### src/rtl/axis_sample_feeder_if.sv
// AXI-Stream bundle (tvalid/tready/tdata/tstrb/tlast) shared by the feeder's
// sample master port and its result slave port.
interface axis_sample_feeder_if #(
  parameter int DATA_WIDTH = 32
);
   logic                    tvalid;
   logic                    tready;
   logic [DATA_WIDTH-1:0]   tdata;
   logic [DATA_WIDTH/8-1:0] tstrb;
   logic                    tlast;

   modport master (output tvalid, tdata, tstrb, tlast, input tready);
   modport slave  (input tvalid, tdata, tstrb, tlast, output tready);
endinterface

### src/rtl/axis_sample_feeder.sv
// Host-side sample feeder: buffers DEPTH samples, streams a packet to the accelerator,
// pulses start and latches the single result beat. Optional FEEDER_TIMEOUT_EN adds a result-wait timeout.
module axis_sample_feeder #(
  parameter int DEPTH          = 10,
  parameter int DATA_WIDTH     = 32,
  parameter int ADDR_WIDTH     = 4,
  parameter int TIMEOUT_CYCLES = 1024
) (
   input  logic                  s00_axi_aclk,
   input  logic                  s00_axi_aresetn,
   input  logic                  wr_en,
   input  logic [ADDR_WIDTH-1:0] wr_addr,
   input  logic [DATA_WIDTH-1:0] wr_data,
   input  logic                  go,
   input  logic [ADDR_WIDTH:0]   len,
   axis_sample_feeder_if.master  m00_axis,
   axis_sample_feeder_if.slave   s00_axis,
   output logic                  start,
   output logic [DATA_WIDTH-1:0] result,
   output logic                  done,
   output logic                  busy,
   output logic                  err
);

   typedef enum logic [1:0] {IDLE, SEND, KICK, WAIT} state_t;

   localparam logic [ADDR_WIDTH:0]   DEPTH_W = (ADDR_WIDTH+1)'(DEPTH);
   localparam logic [ADDR_WIDTH:0]   LEN_ONE = (ADDR_WIDTH+1)'(1);
   localparam logic [ADDR_WIDTH-1:0] IDX_ONE = ADDR_WIDTH'(1);

   state_t                state_q, state_d;
   logic [ADDR_WIDTH-1:0] idx_q;
   logic [ADDR_WIDTH:0]   len_q;
   logic [DATA_WIDTH-1:0] sample_buf [DEPTH];

   logic launch, bad_go, beat, take_result, is_last, len_ok, wr_ok, timeout;

   assign len_ok  = (len != '0) && (len <= DEPTH_W);
   assign wr_ok   = wr_en && (state_q == IDLE) && ({1'b0, wr_addr} < DEPTH_W);
   assign is_last = ({1'b0, idx_q} == (len_q - LEN_ONE));
   assign busy    = (state_q != IDLE);

`ifdef FEEDER_TIMEOUT_EN
   localparam int             TW      = $clog2(TIMEOUT_CYCLES + 1);
   localparam logic [TW-1:0]  TO_LAST = TW'(TIMEOUT_CYCLES - 1);

   logic [TW-1:0] wait_cnt_q;

   // Counter idles at zero outside WAIT, so the first WAIT cycle counts as cycle 0.
   always_ff @(posedge s00_axi_aclk or negedge s00_axi_aresetn) begin
      if (!s00_axi_aresetn)       wait_cnt_q <= '0;
      else if (state_q != WAIT)   wait_cnt_q <= '0;
      else                        wait_cnt_q <= wait_cnt_q + TW'(1);
   end

   assign timeout = (state_q == WAIT) && (wait_cnt_q == TO_LAST);
`else
   localparam int unused_timeout_cycles = TIMEOUT_CYCLES;
   assign timeout = 1'b0;
`endif

   // Result-port tlast and tstrb carry no information for a single-beat result.
   logic unused_rx;
   assign unused_rx = ^{s00_axis.tlast, s00_axis.tstrb};

   // NOTE: the sample buffer is plain storage with no reset; clearing it would
   // only cost a reset network, and software always loads it before go.
   always_ff @(posedge s00_axi_aclk) begin
      if (wr_ok) sample_buf[wr_addr] <= wr_data;
   end

   // NOTE: every variable assigned here gets a default first, so no path can
   // leave one unassigned and infer a latch.
   always_comb begin
      state_d          = state_q;
      launch           = 1'b0;
      bad_go           = 1'b0;
      beat             = 1'b0;
      take_result      = 1'b0;
      m00_axis.tvalid  = 1'b0;
      m00_axis.tlast   = 1'b0;
      start            = 1'b0;
      s00_axis.tready  = 1'b0;

      case (state_q)
         IDLE: begin
            if (go) begin
               if (len_ok) begin
                  launch  = 1'b1;
                  state_d = SEND;
               end else begin
                  bad_go  = 1'b1;
               end
            end
         end
         SEND: begin
            m00_axis.tvalid = 1'b1;
            m00_axis.tlast  = is_last;
            if (m00_axis.tready) begin
               beat = 1'b1;
               if (is_last) state_d = KICK;
            end
         end
         KICK: begin
            start   = 1'b1;
            state_d = WAIT;
         end
         WAIT: begin
            s00_axis.tready = 1'b1;
            // A result arriving on the timeout cycle still counts as success.
            if (s00_axis.tvalid) begin
               take_result = 1'b1;
               state_d     = IDLE;
            end else if (timeout) begin
               state_d     = IDLE;
            end
         end
         default: state_d = IDLE;
      endcase
   end

   assign m00_axis.tdata = (state_q == SEND) ? sample_buf[idx_q] : '0;
   assign m00_axis.tstrb = '1;

   // NOTE: sequential state uses non-blocking assignments so every register
   // samples the pre-edge values regardless of statement order.
   always_ff @(posedge s00_axi_aclk or negedge s00_axi_aresetn) begin
      if (!s00_axi_aresetn) begin
         state_q <= IDLE;
         idx_q   <= '0;
         len_q   <= '0;
         result  <= '0;
         done    <= 1'b0;
         err     <= 1'b0;
      end else begin
         state_q <= state_d;
         if (launch) begin
            idx_q <= '0;
            len_q <= len;
            done  <= 1'b0;
            err   <= 1'b0;
         end else if (beat) begin
            idx_q <= idx_q + IDX_ONE;
         end
         if (bad_go) err <= 1'b1;
         if (take_result) begin
            result <= s00_axis.tdata;
            done   <= 1'b1;
         end else if (timeout) begin
            err    <= 1'b1;
         end
      end
   end

   a_stall_hold: assert property (@(posedge s00_axi_aclk) disable iff (!s00_axi_aresetn)
      (m00_axis.tvalid && !m00_axis.tready) |=>
         (m00_axis.tvalid && $stable(m00_axis.tdata) && $stable(m00_axis.tlast)));

   a_start_pulse: assert property (@(posedge s00_axi_aclk) disable iff (!s00_axi_aresetn)
      start |=> !start);

endmodule

### src/flat_wrapper.sv
// flat-port wrapper written by rule: the top's interface ports become plain ports
module axis_sample_feeder_flat 
#(
  parameter int DEPTH          = 10,
  parameter int DATA_WIDTH     = 32,
  parameter int ADDR_WIDTH     = 4,
  parameter int TIMEOUT_CYCLES = 1024
)
  (s00_axi_aclk, s00_axi_aresetn, wr_en, wr_addr, wr_data, go, len, start, result, done, busy, err, m00_axis_tvalid, m00_axis_tdata, m00_axis_tstrb, m00_axis_tlast, m00_axis_tready, s00_axis_tvalid, s00_axis_tdata, s00_axis_tstrb, s00_axis_tlast, s00_axis_tready);
  axis_sample_feeder_if #(.DATA_WIDTH(DATA_WIDTH)) m00_axis_i ();
  axis_sample_feeder_if #(.DATA_WIDTH(DATA_WIDTH)) s00_axis_i ();
  input  logic s00_axi_aclk;
  input  logic s00_axi_aresetn;
  input  logic wr_en;
  input  logic [ADDR_WIDTH-1:0] wr_addr;
  input  logic [DATA_WIDTH-1:0] wr_data;
  input  logic go;
  input  logic [ADDR_WIDTH:0] len;
  output logic start;
  output logic [DATA_WIDTH-1:0] result;
  output logic done;
  output logic busy;
  output logic err;
  output wire logic [$bits(m00_axis_i.tvalid)-1:0] m00_axis_tvalid;
  output wire logic [$bits(m00_axis_i.tdata)-1:0] m00_axis_tdata;
  output wire logic [$bits(m00_axis_i.tstrb)-1:0] m00_axis_tstrb;
  output wire logic [$bits(m00_axis_i.tlast)-1:0] m00_axis_tlast;
  input wire logic [$bits(m00_axis_i.tready)-1:0] m00_axis_tready;
  input wire logic [$bits(s00_axis_i.tvalid)-1:0] s00_axis_tvalid;
  input wire logic [$bits(s00_axis_i.tdata)-1:0] s00_axis_tdata;
  input wire logic [$bits(s00_axis_i.tstrb)-1:0] s00_axis_tstrb;
  input wire logic [$bits(s00_axis_i.tlast)-1:0] s00_axis_tlast;
  output wire logic [$bits(s00_axis_i.tready)-1:0] s00_axis_tready;
  assign m00_axis_tvalid = m00_axis_i.tvalid;
  assign m00_axis_tdata = m00_axis_i.tdata;
  assign m00_axis_tstrb = m00_axis_i.tstrb;
  assign m00_axis_tlast = m00_axis_i.tlast;
  assign m00_axis_i.tready = m00_axis_tready;
  assign s00_axis_i.tvalid = s00_axis_tvalid;
  assign s00_axis_i.tdata = s00_axis_tdata;
  assign s00_axis_i.tstrb = s00_axis_tstrb;
  assign s00_axis_i.tlast = s00_axis_tlast;
  assign s00_axis_tready = s00_axis_i.tready;
  axis_sample_feeder #(.DEPTH(DEPTH), .DATA_WIDTH(DATA_WIDTH), .ADDR_WIDTH(ADDR_WIDTH), .TIMEOUT_CYCLES(TIMEOUT_CYCLES)) u_core (.s00_axi_aclk(s00_axi_aclk), .s00_axi_aresetn(s00_axi_aresetn), .wr_en(wr_en), .wr_addr(wr_addr), .wr_data(wr_data), .go(go), .len(len), .m00_axis(m00_axis_i), .s00_axis(s00_axis_i), .start(start), .result(result), .done(done), .busy(busy), .err(err));
endmodule
### config.mk
export PLATFORM = sky130hd
export DESIGN_NAME = axis_sample_feeder_flat
export DESIGN_NICKNAME = d
export VERILOG_FILES = /design/src/rtl/axis_sample_feeder_if.sv /design/src/rtl/axis_sample_feeder.sv /design/src/flat_wrapper.sv
export SDC_FILE = /design/constraint.sdc
export NUM_CORES = 1
export LEC_CHECK = 0
export BUFFER_PORTS_ARGS = -buffer_cell sky130_fd_sc_hd__buf_2
export CAP_MARGIN = 40
export CORE_ASPECT_RATIO = 0.5
export CORE_MARGIN = 2
export CORE_UTILIZATION = 30
export CTS_BUF_LIST = sky130_fd_sc_hd__clkbuf_4
export DETAILED_ROUTE_END_ITERATION = 16
export GPL_ROUTABILITY_DRIVEN = 1
export GPL_TIMING_DRIVEN = 0
export SLEW_MARGIN = 20
export SYNTH_ARGS = -nofsm -noshare
export SYNTH_HDL_FRONTEND = slang
export SYNTH_SLANG_ARGS = --single-unit
### constraint.sdc
create_clock -name s00_axi_aclk -period 4.21 [get_ports s00_axi_aclk]
set_clock_uncertainty 0.05 [all_clocks]
set_input_delay 0.2105 -clock s00_axi_aclk [delete_from_list [all_inputs] [get_ports s00_axi_aclk]]
set_output_delay 0.2105 -clock s00_axi_aclk [all_outputs]
set_load 0.01 [all_outputs]
==> Yosys cells after proc, flatten, opt, wreduce, memory -nomap -nowiden <==
Memories as Yosys holds them, arrays and structs flattened.
Index checks and enable logic that the tools add are counted.
{ "op_classes": {"n_reduce_logical": 10, "n_lt_le_gt_ge": 2, "mux": 28, "eq_ne": 9, "n_addsub": 2} }
{ "ops": {"columns": ["operator", "n"], "rows": [
  ["32-bit 2-to-1 mux", 1],
  ["1-bit 2-to-1 mux", 19],
  ["2-bit 2-to-1 mux", 5],
  ["4-bit 2-to-1 mux", 2],
  ["2-bit case mux with 4 select lines", 1],
  ["2-bit nonzero test", 4],
  ["2-bit inequality test, second input constant", 3],
  ["4-bit by 5-bit == test with 1-bit output", 1],
  ["5-bit by 4-bit less-or-equal comparator with 1-bit output, second input constant", 1],
  ["5-bit AND reduction", 1],
  ["5-bit nonzero test", 1],
  ["5-bit by 1-bit subtractor with 5-bit output, second input constant", 1],
  ["4-bit by 1-bit adder with 4-bit output, second input constant", 1],
  ["2-bit == test, second input constant", 2],
  ["4-bit less-than comparator, second input constant", 1],
  ["2-bit by 1-bit inequality test with 1-bit output, second input constant", 2],
  ["1-bit logical AND", 3],
  ["2-bit by 1-bit == test with 1-bit output, second input constant", 1],
  ["2-bit logical NOT", 1]
]} }
{ "totals": {"mem_count": 1, "input_bits": 84, "out_inout_bits": 75, "word_cells": 58, "ramBits": 320, "reg_bits": 45} }
{ "mem_list": {"columns": ["memory", "depth", "word_bits", "rd", "rd_ports_with_merged_regs", "wr", "line", "source"], "rows": [
  ["u_core.sample_buf", 10, 32, 1, 0, 1, "axis_sample_feeder.sv:34", "logic [DATA_WIDTH-1:0] sample_buf [DEPTH];"]
]} }

==> Longest topological paths before layout <==
Gate-level depths: netlist of run 1.
{ "logic_depth": {"word_depth": 7, "mapped_depth": 7, "depth_no_buf": 7} }

==> Worst setup path after synthesis of run 1 <==
No wires, ideal clock.
{ "synth_timing": {"path_type": "flip-flop to flip-flop", "startpoint": "register u_core.state_q[0]", "endpoint": "memory u_core.sample_buf[0][0] (enable)", "setup_ns": 0.461, "t_required_ns": 3.699, "path_slack_ns": 0.334, "stages_incl_launch_ff": 6, "period_less_slack_ns": 3.876, "arrival_ns": 3.365, "n_path_buf": 0, "cell_sequence": "dfrtp_1 > inv_1 > ha_1 > nand2_1 > or3_1 > nor3_1"} }
{ "synth_via": {"elab_chain_len": 5} }
{ "synth_rtl": {"columns": ["item", "line", "source"], "rows": [
  ["start: declaration", "axis_sample_feeder.sv:31", "state_t state_q, state_d;"],
  ["start signal: assignment", "axis_sample_feeder.sv:136", "state_q <= state_d;"],
  ["2-bit logical NOT", "axis_sample_feeder.sv:39", "assign wr_ok = wr_en && (state_q == IDLE) && ({1'b0, wr_addr} < DEPTH_W);"],
  ["1-bit logical AND (2 in series)", "axis_sample_feeder.sv:39", null],
  ["1-bit 2-to-1 mux", "axis_sample_feeder.sv:69", "if (wr_ok) sample_buf[wr_addr] <= wr_data;"],
  ["1-bit 2-to-1 mux (not written as such)", "axis_sample_feeder.sv:69", null],
  ["end: declaration", "axis_sample_feeder.sv:34", null]
]} }
Every way passes these cells.

==> Worst setup path after layout of run 1 <==
{ "layout_timing": {"startpoint": "register u_core.idx_q[1]", "endpoint": "output port m00_axis_tdata[11]"} }
{ "layout_via": {"elab_chain_len": 2} }
{ "layout_rtl": {"columns": ["item", "line", "source"], "rows": [
  ["start: declaration", "axis_sample_feeder.sv:32", "logic [ADDR_WIDTH-1:0] idx_q;"],
  ["start signal: assignment", "axis_sample_feeder.sv:143", "idx_q <= idx_q + IDX_ONE;"],
  ["memory read 10 x 32 bit", null, null],
  ["32-bit 2-to-1 mux", "axis_sample_feeder.sv:122", "assign m00_axis.tdata = (state_q == SEND) ? sample_buf[idx_q] : '0;"],
  ["end: declaration", "flat_wrapper.sv:25", "output wire logic [$bits(m00_axis_i.tdata)-1:0] m00_axis_tdata;"]
]} }
Every way passes these cells.

==> results by group, run 1 <==
Global route
  – Global-route wire length before repair: 49.2 mm
  – GR Overflow Total: 0
  – Total track usage: 13.3%
  – Vias in the first global route: 8533
  – Largest net degree at the start of global routing: 32
  – Initial antenna violation count: 1

Clocking
  – Root buffer cell: clkbuf_4
  – Clk Latency, worst-skew pair: 0.74 ns
  – Cts bufs inserted: 88
  – CTS clk-pin slew, worst paths: about 0.070 ns
  – H-tree levels: 3
  – Post-cts resize count: 0
  – Clock sinks: 365
  – CTS tree: yes
  – Bufs on Longest Clock Path: 3

Routing
  – Post-Route WL: approximately 33 mm
  – Via Count: 8168
  – Initial DRT Pass Iterations: 7
  – Antenna-violating nets left: 0
  – Routed length per placed instance: 18.8 µm
  – Detailed Route Iter0 Violations: approximately 530
  – Vias/cell: 4.62
  – Number of remaining DRC errors: 0

STA
  – RSZ-0062 raised after global routing: false
  – Slew HR: 44.9%
  – Final setup violation count: 0
  – Fmax: between 200 and 300 MHz
  – Final Max Tran Viols: 0
  – Minimum clock period: 3.70 ns
  – Actual slew at the worst max-slew pin: 0.823 ns
  – Final Hold Fails: 0
  – Sum Neg Setup Slack: 0 ns
  – Crit share post-route: 87.9%

Flow run
  – Max-cap viol count: 0

Critical path
  – R2R depth: 8
  – RR Endpoint: u_core.sample_buf[0][4]
  – Cells along the critical path: clkbuf_1, buf_2, buf_2, a211oi_1, a211oi_1, buf_2
  – Largest stage delay, worst path: 0.54 ns
  – CP Launch Type: register
  – R2R Setup Slk: 0.93 ns
  – Number of buffers and inverters on the critical path: 4
  – Worst Path Required: 3.95 ns
  – Arr. time, crit path: 3.44 ns
  – Crit Path Category: reg -> out
  – CP max-delay cell: clkbuf_1
  – Max FO, Critical Path: 10
  – Crit end category: output pin
  – Crit path max-delay family: buffers and inverters
  – Top cell by count, worst path: buf_2
  – Reg2reg start: u_core.state_q[0]

Layout
  – Non-filler instance count after layout: between 1500 and 2000
  – Layout cells sized above 1: between 30% and 40%
  – Final #Nets: 1161
  – Area grow syn2layout: 27.1%

Pwr
  – Pwr Density: 575 nW/µm²
  – Pleak: 6.42 nW
  – Worst-case vdd ir drop: 0.221 mV

Place
  – Placed Instances: between 1500 and 2000
  – Gpl congestion: 0.732
  – I/O Buffers: 149
  – Post-DP HPWL: about 21 mm

Die
  – Rows: 56
  – Die height: 159 µm
  – Starting Density: 30.5%
  – # IOs: 159
  – Full die area: 49600 µm²
  – Die Wd: 313 µm
  – Core area: 47000 µm²

Synthesis
  – Multiplexer area fraction after synthesis: 15.0%
  – Synth cell types: 37
  – Post-synthesis area per instance: 19.9 µm²
  – Synth Area in Compound Gates: 4.00%
  – Largest family of logic cells by synthesized area: multiplexers
  – Yosys warns: 0
  – Post-Synth XOR/XNOR Area: 0.489%
  – Post-Synth Adder-Cell Area: 0.611%
  – FF+latch count, synth: about 370
  – Post-Synth Simple-Gate Area: 3.05%
  – Synthesized area: 14300 µm²
  – Register area share after synthesis: roughly 75%
  – Syn Inst Count: 720

Min path
  – Hold Path End: u_core.sample_buf[8][30]
  – Hold Path Class: in -> reg
  – HP Start: wr_en
  – Hold path depth: 5

Run status
  – Status: completed
-- layer usage --
layer	GRT usage (%)	up-vias	share of wire (%)
met5	0	-	0
li1	-	3672	-
met4	5.65	0	2.5
met1	16.1	4177	42
met3	3.06	66	5.0
met2	23.1	253	50
-- worst reg2reg max path: stages (launching register included) --
cell	delay (ns)
dfrtp_1	0.41
inv_1	0.13
ha_1	0.36
nand2_1	0.13
or3_1	0.49
nor3_2	0.23
dlygate4sd3_1	0.82
buf_6	0.21
buf_6	0.17
-- how the worst max path moves through the flow --
| stage | start | end | slack, ns | depth (start not counted) |
|---|---|---|---|---|
| after floorplan | u_core.state_q[0] | u_core.sample_buf[0][0] | 0.33 | 5 |
| after global placement | u_core.state_q[0] | u_core.sample_buf[0][16] | -1.92 | 5 |
| after detailed placement | u_core.idx_q[1] | m00_axis_tdata[11] | 1.33 | 6 |
| after CTS | u_core.idx_q[1] | m00_axis_tdata[11] | 0.47 | 6 |
| after global routing | u_core.idx_q[1] | m00_axis_tdata[11] | 0.48 | 6 |
| final | u_core.idx_q[1] | m00_axis_tdata[11] | 0.51 | 6 |
-- per-stage QoR --
step | area, µm² | setup WS, ns | power (mW) | hold slack, ns | util, %
final | 18200 | 0.507 | 10.5 | 0.0901 | 38.7
after detailed placement | 16200 | 1.33 | 7.69 | 0.111 | 34.5
after floorplan | 14300 | 0.334 | 6.55 | -0.135 | -
after global routing | 18200 | 0.478 | 11.0 | 0.0567 | 38.7
after global placement | 15900 | -1.92 | 7.59 | 0.389 | 33.8
after CTS | 18200 | 0.467 | 10.6 | 0.00719 | 38.7
-- power by group --
group	internal, mW	leakage, nW	switching [mW]
Combinational	1.54	2.37	1.78
Clock	1.43	0.636	1.39
Sequential	4.20	3.42	0.135
Total	7.17	6.42	3.30
-- cells in the mapped netlist --
cell / number / area [µm²]
a2111oi_2: 2 / 30.0
a211oi_1: 64 / 480
a21o_1: 2 / 15.0
a21oi_1: 2 / 10.0
a22oi_1: 1 / 7.51
a2bb2oi_1: 1 / 8.76
and2_1: 3 / 18.8
and4bb_1: 1 / 12.5
buf_1: 3 / 11.3
buf_2: 15 / 75.1
buf_4: 8 / 60.1
buf_6: 4 / 45.0
clkbuf_1: 14 / 52.6
clkinv_1: 1 / 3.75
conb_1: 1 / 3.75
dfrtp_1: 45 / 1130
edfxtp_1: 320 / 9610
ha_1: 7 / 87.6
inv_1: 7 / 26.3
mux2_1: 1 / 11.3
mux2_2: 32 / 360
mux2i_1: 33 / 330
mux4_2: 64 / 1440
nand2_1: 17 / 63.8
nand2b_1: 2 / 12.5
nand3_1: 3 / 15.0
nand3b_1: 1 / 7.51
nand4b_1: 2 / 17.5
nor2_1: 15 / 56.3
nor2b_1: 32 / 200
nor3_1: 4 / 20.0
nor4_1: 1 / 6.26
o21ai_0: 2 / 10.0
o221a_2: 1 / 11.3
or3_1: 1 / 6.26
xnor2_1: 6 / 52.6
xor2_1: 2 / 17.5
-- timing repair --
item / 4_1_cts / 5_1_grt
endpoints found under the setup margin: 0 / 0
hold endpoints to repair: 489 / 0
hold buffers: 88 / 0
buffers inserted: 0 / 0
-- cell type report --
type                       instances  area (µm²)
inverter                           8        30.0
clock buffer                     125         938
sequential                       365       10700
clock inverter                    24         148
multi-input combinational        306        3390
tap                              638         798
buffer                            44         244
fill                            4300       28800
antenna                            1        2.50
timing repair buffer             257        1910
-- sequential cells by signal, summed over array words and instances, names as in the netlist --
signal,count
u_core.sample_buf,320
u_core.result,32
u_core.len_q,5
u_core.idx_q,4
u_core.state_q,2
u_core.done,1
u_core.err,1
-- cells in the final DEF (no fill, tap or decap), types with 4 or more instances in the layout --
| cell type | instances |
|---|---|
| mux2i_1 | 33 |
| dlygate4sd3_1 | 88 |
| ha_1 | 7 |
| clkbuf_1 | 14 |
| buf_2 | 164 |
| xnor2_1 | 6 |
| nor2b_1 | 32 |
| inv_1 | 7 |
| nor2_4 | 7 |
| edfxtp_1 | 320 |
| mux2_2 | 32 |
| conb_1 | 4 |
| clkbuf_4 | 125 |
| dfrtp_1 | 45 |
| buf_4 | 15 |
| nor2_1 | 8 |
| buf_12 | 6 |
| buf_6 | 9 |
| a211oi_1 | 64 |
| clkinv_1 | 18 |
| mux4_2 | 64 |
| nand2_1 | 17 |
-- kinds of logic (layout without fill, tap and decap cells) --
| kind of cell | count (synthesis) | after routing |
|---|---|---|
| AOI/OAI and AO/OA | 75 | 75 |
| muxes | 130 | 130 |
| adders and majority gates | 7 | 7 |
| other | 1 | 5 |
| DFF | 365 | 365 |
| and+or+nand+nor | 82 | 82 |
| xor gates and xnor gates | 8 | 8 |
| buffers and inverters | 52 | 458 |
Power figures use the tool's default switching activity.
==> inputs of run 2 (changes only) <==
- RECOVER_POWER: default -> 25
==> results by group, run 2 (synthesis gave the netlist of run 1 again) <==
STA
  – Final Hold Fails: 0
  – Slew HR: 45.3%
  – Actual slew at the worst max-slew pin: around 0.82 ns
  – Crit share post-route: between 80% and 90%
  – Sum Neg Setup Slack: 0 ns
  – Minimum clock period: 3.66 ns
  – Final setup violation count: 0
  – Final Max Tran Viols: 0
  – RSZ-0062 raised after global routing: false
  – Fmax: 273 MHz

Critical path
  – CP Launch Type: register
  – Max FO, Critical Path: 10
  – Arr. time, crit path: 3.40 ns
  – Crit Path Category: reg -> out
  – Crit end category: output pin
  – Setup crit end: m00_axis_tdata[11]
  – Worst Path Required: 3.95 ns
  – R2R depth: 8
  – R2R Setup Slk: 0.96 ns
  – RR Endpoint: u_core.sample_buf[0][4]
  – Reg2reg start: u_core.state_q[0]
  – Crit path launch: u_core.idx_q[1]

Place
  – Gpl congestion: 0.732
  – Post-DP HPWL: 21.0 mm
  – I/O Buffers: 149
  – DP Area: 16200 µm²

Layout
  – Commonest non-fill, non-tap cell in the layout: edfxtp_1
  – Area grow syn2layout: 26.8%
  – Max reg flops: between 300 and 400
  – Final #Nets: ~1200
  – Final instance area: 18200 µm²
  – Layout cells sized above 1: 36.2%
  – Biggest regs: u_core.sample_buf: 320 flops, u_core.result: 32 flops, u_core.len_q: 5 flops
  – Most frequent cells in the layout: edfxtp_1, buf_2, clkbuf_4
  – Largest Register: u_core.sample_buf

Routing
  – Routed length per placed instance: 18.7 µm
  – Vias/cell: 4.62
  – Number of remaining DRC errors: 0
  – Initial DRT Pass Iterations: 4
  – Antenna-violating nets left: 0
  – Detailed Route Iter0 Violations: roughly 530
  – Via Count: 8173
  – Post-Route WL: 33.1 mm

Pwr
  – Pwr Density: 576 nW/µm²
  – Pleak: ~6.3 nW
  – Worst-case vdd ir drop: 0.219 mV

Clocking
  – Clock sinks: roughly 370
  – CTS clk-pin slew, worst paths: 0.07 ns
  – Cts bufs inserted: 88
  – Bufs on Longest Clock Path: 3
  – Post-cts resize count: 0
  – CTS tree: yes
  – Root buffer cell: clkbuf_4
  – H-tree levels: 3
  – Clk Latency, worst-skew pair: 0.76 ns

Die
  – Die height: about 160 µm
  – Die Wd: around 310 µm
  – Core area: ~47000 µm²
  – Full die area: between 40000 and 50000 µm²
  – Starting Density: 30.5%
  – Rows: 56
  – # IOs: 159

Global route
  – Total track usage: between 10% and 20%
  – Initial antenna violation count: 1
  – GR Overflow Total: 0
  – Global-route wire length before repair: 49.2 mm
  – Largest net degree at the start of global routing: 32
  – Vias in the first global route: 8533

Min path
  – Hold Path Class: in -> reg

Run status
  – Status: completed

Flow run
  – Max-cap viol count: 0
==> run 2: cell count changes in the layout (fill, tap and decap cells not counted), sizes merged <==
cell	change
buf	-28
clkbuf	+28
==> run 2: per-layer routing <==
metal / vias up / track usage (%) / share of wire, %
li1: 3670 / - / -
met1: 4180 / 16.1 / 42
met5: - / 0 / 0
met4: 0 / 5.65 / 2.6
met3: 74 / 3.06 / 4.9
met2: 249 / 23.1 / 50
==> run 2: worst min path at each step <==
stage	slack [ns]	startpoint	depth (start not counted)	endpoint
6_report	0.08	wr_en	5	u_core.sample_buf[8][30]
5_1_grt	0.06	wr_en	5	u_core.sample_buf[8][30]
4_1_cts	0.007	wr_en	5	u_core.sample_buf[8][30]
3_5_place_dp	0.11	s00_axi_aresetn	1	u_core.len_q[3]
3_3_place_gp	0.39	s00_axi_aresetn	1	u_core.result[26]
2_1_floorplan	-0.14	s00_axi_aresetn	0	u_core.done
==> run 2: repair_timing <==
action,4_1_cts,5_1_grt
endpoints found under the hold margin,489,0
setup buffers,0,0
hold buffers,88,0
==> run 2: worst max-delay path: stages, from the launching register on <==
cell	delay [ns]
dfrtp_1	0.52
clkbuf_1	0.53
buf_2	0.37
buf_2	0.34
a211oi_1	0.14
a211oi_1	0.52
buf_2	0.23
==> run 2: through the flow <==
step / hold slack [ns] / total power [mW] / setup WS, ns / utilization, % / instances
final: 0.0812 / 10.5 / 0.553 / 38.6 / 1768
after detailed placement: 0.111 / 7.69 / 1.33 / 34.5 / 1530
after floorplan: -0.135 / 6.55 / 0.334 / - / 723
after global routing: 0.0567 / 11.0 / 0.478 / 38.6 / 1768
after CTS: 0.00719 / 10.6 / 0.467 / 38.7 / 1767
after global placement: 0.389 / 7.59 / -1.92 / 33.8 / 1510
==> run 2: layout make-up <==
type | count | area [µm²]
clock buffer | 125 | 938
tap | 638 | 798
buffer | 44 | 244
timing repair buffer | 257 | 1880
fill | 4307 | 28900
clock inverter | 24 | 148
antenna | 1 | 2.50
inverter | 8 | 30.0
sequential | 365 | 10700
multi-input combinational | 306 | 3390
==> run 2: report_power, final <==
| part | total (mW) | internal [mW] | leakage (nW) | switching, mW |
|---|---|---|---|---|
| registers | 4.33 | 4.20 | 3.42 | 0.135 |
| logic | 3.31 | 1.54 | 2.29 | 1.77 |
| clock network | 2.82 | 1.43 | 0.636 | 1.39 |
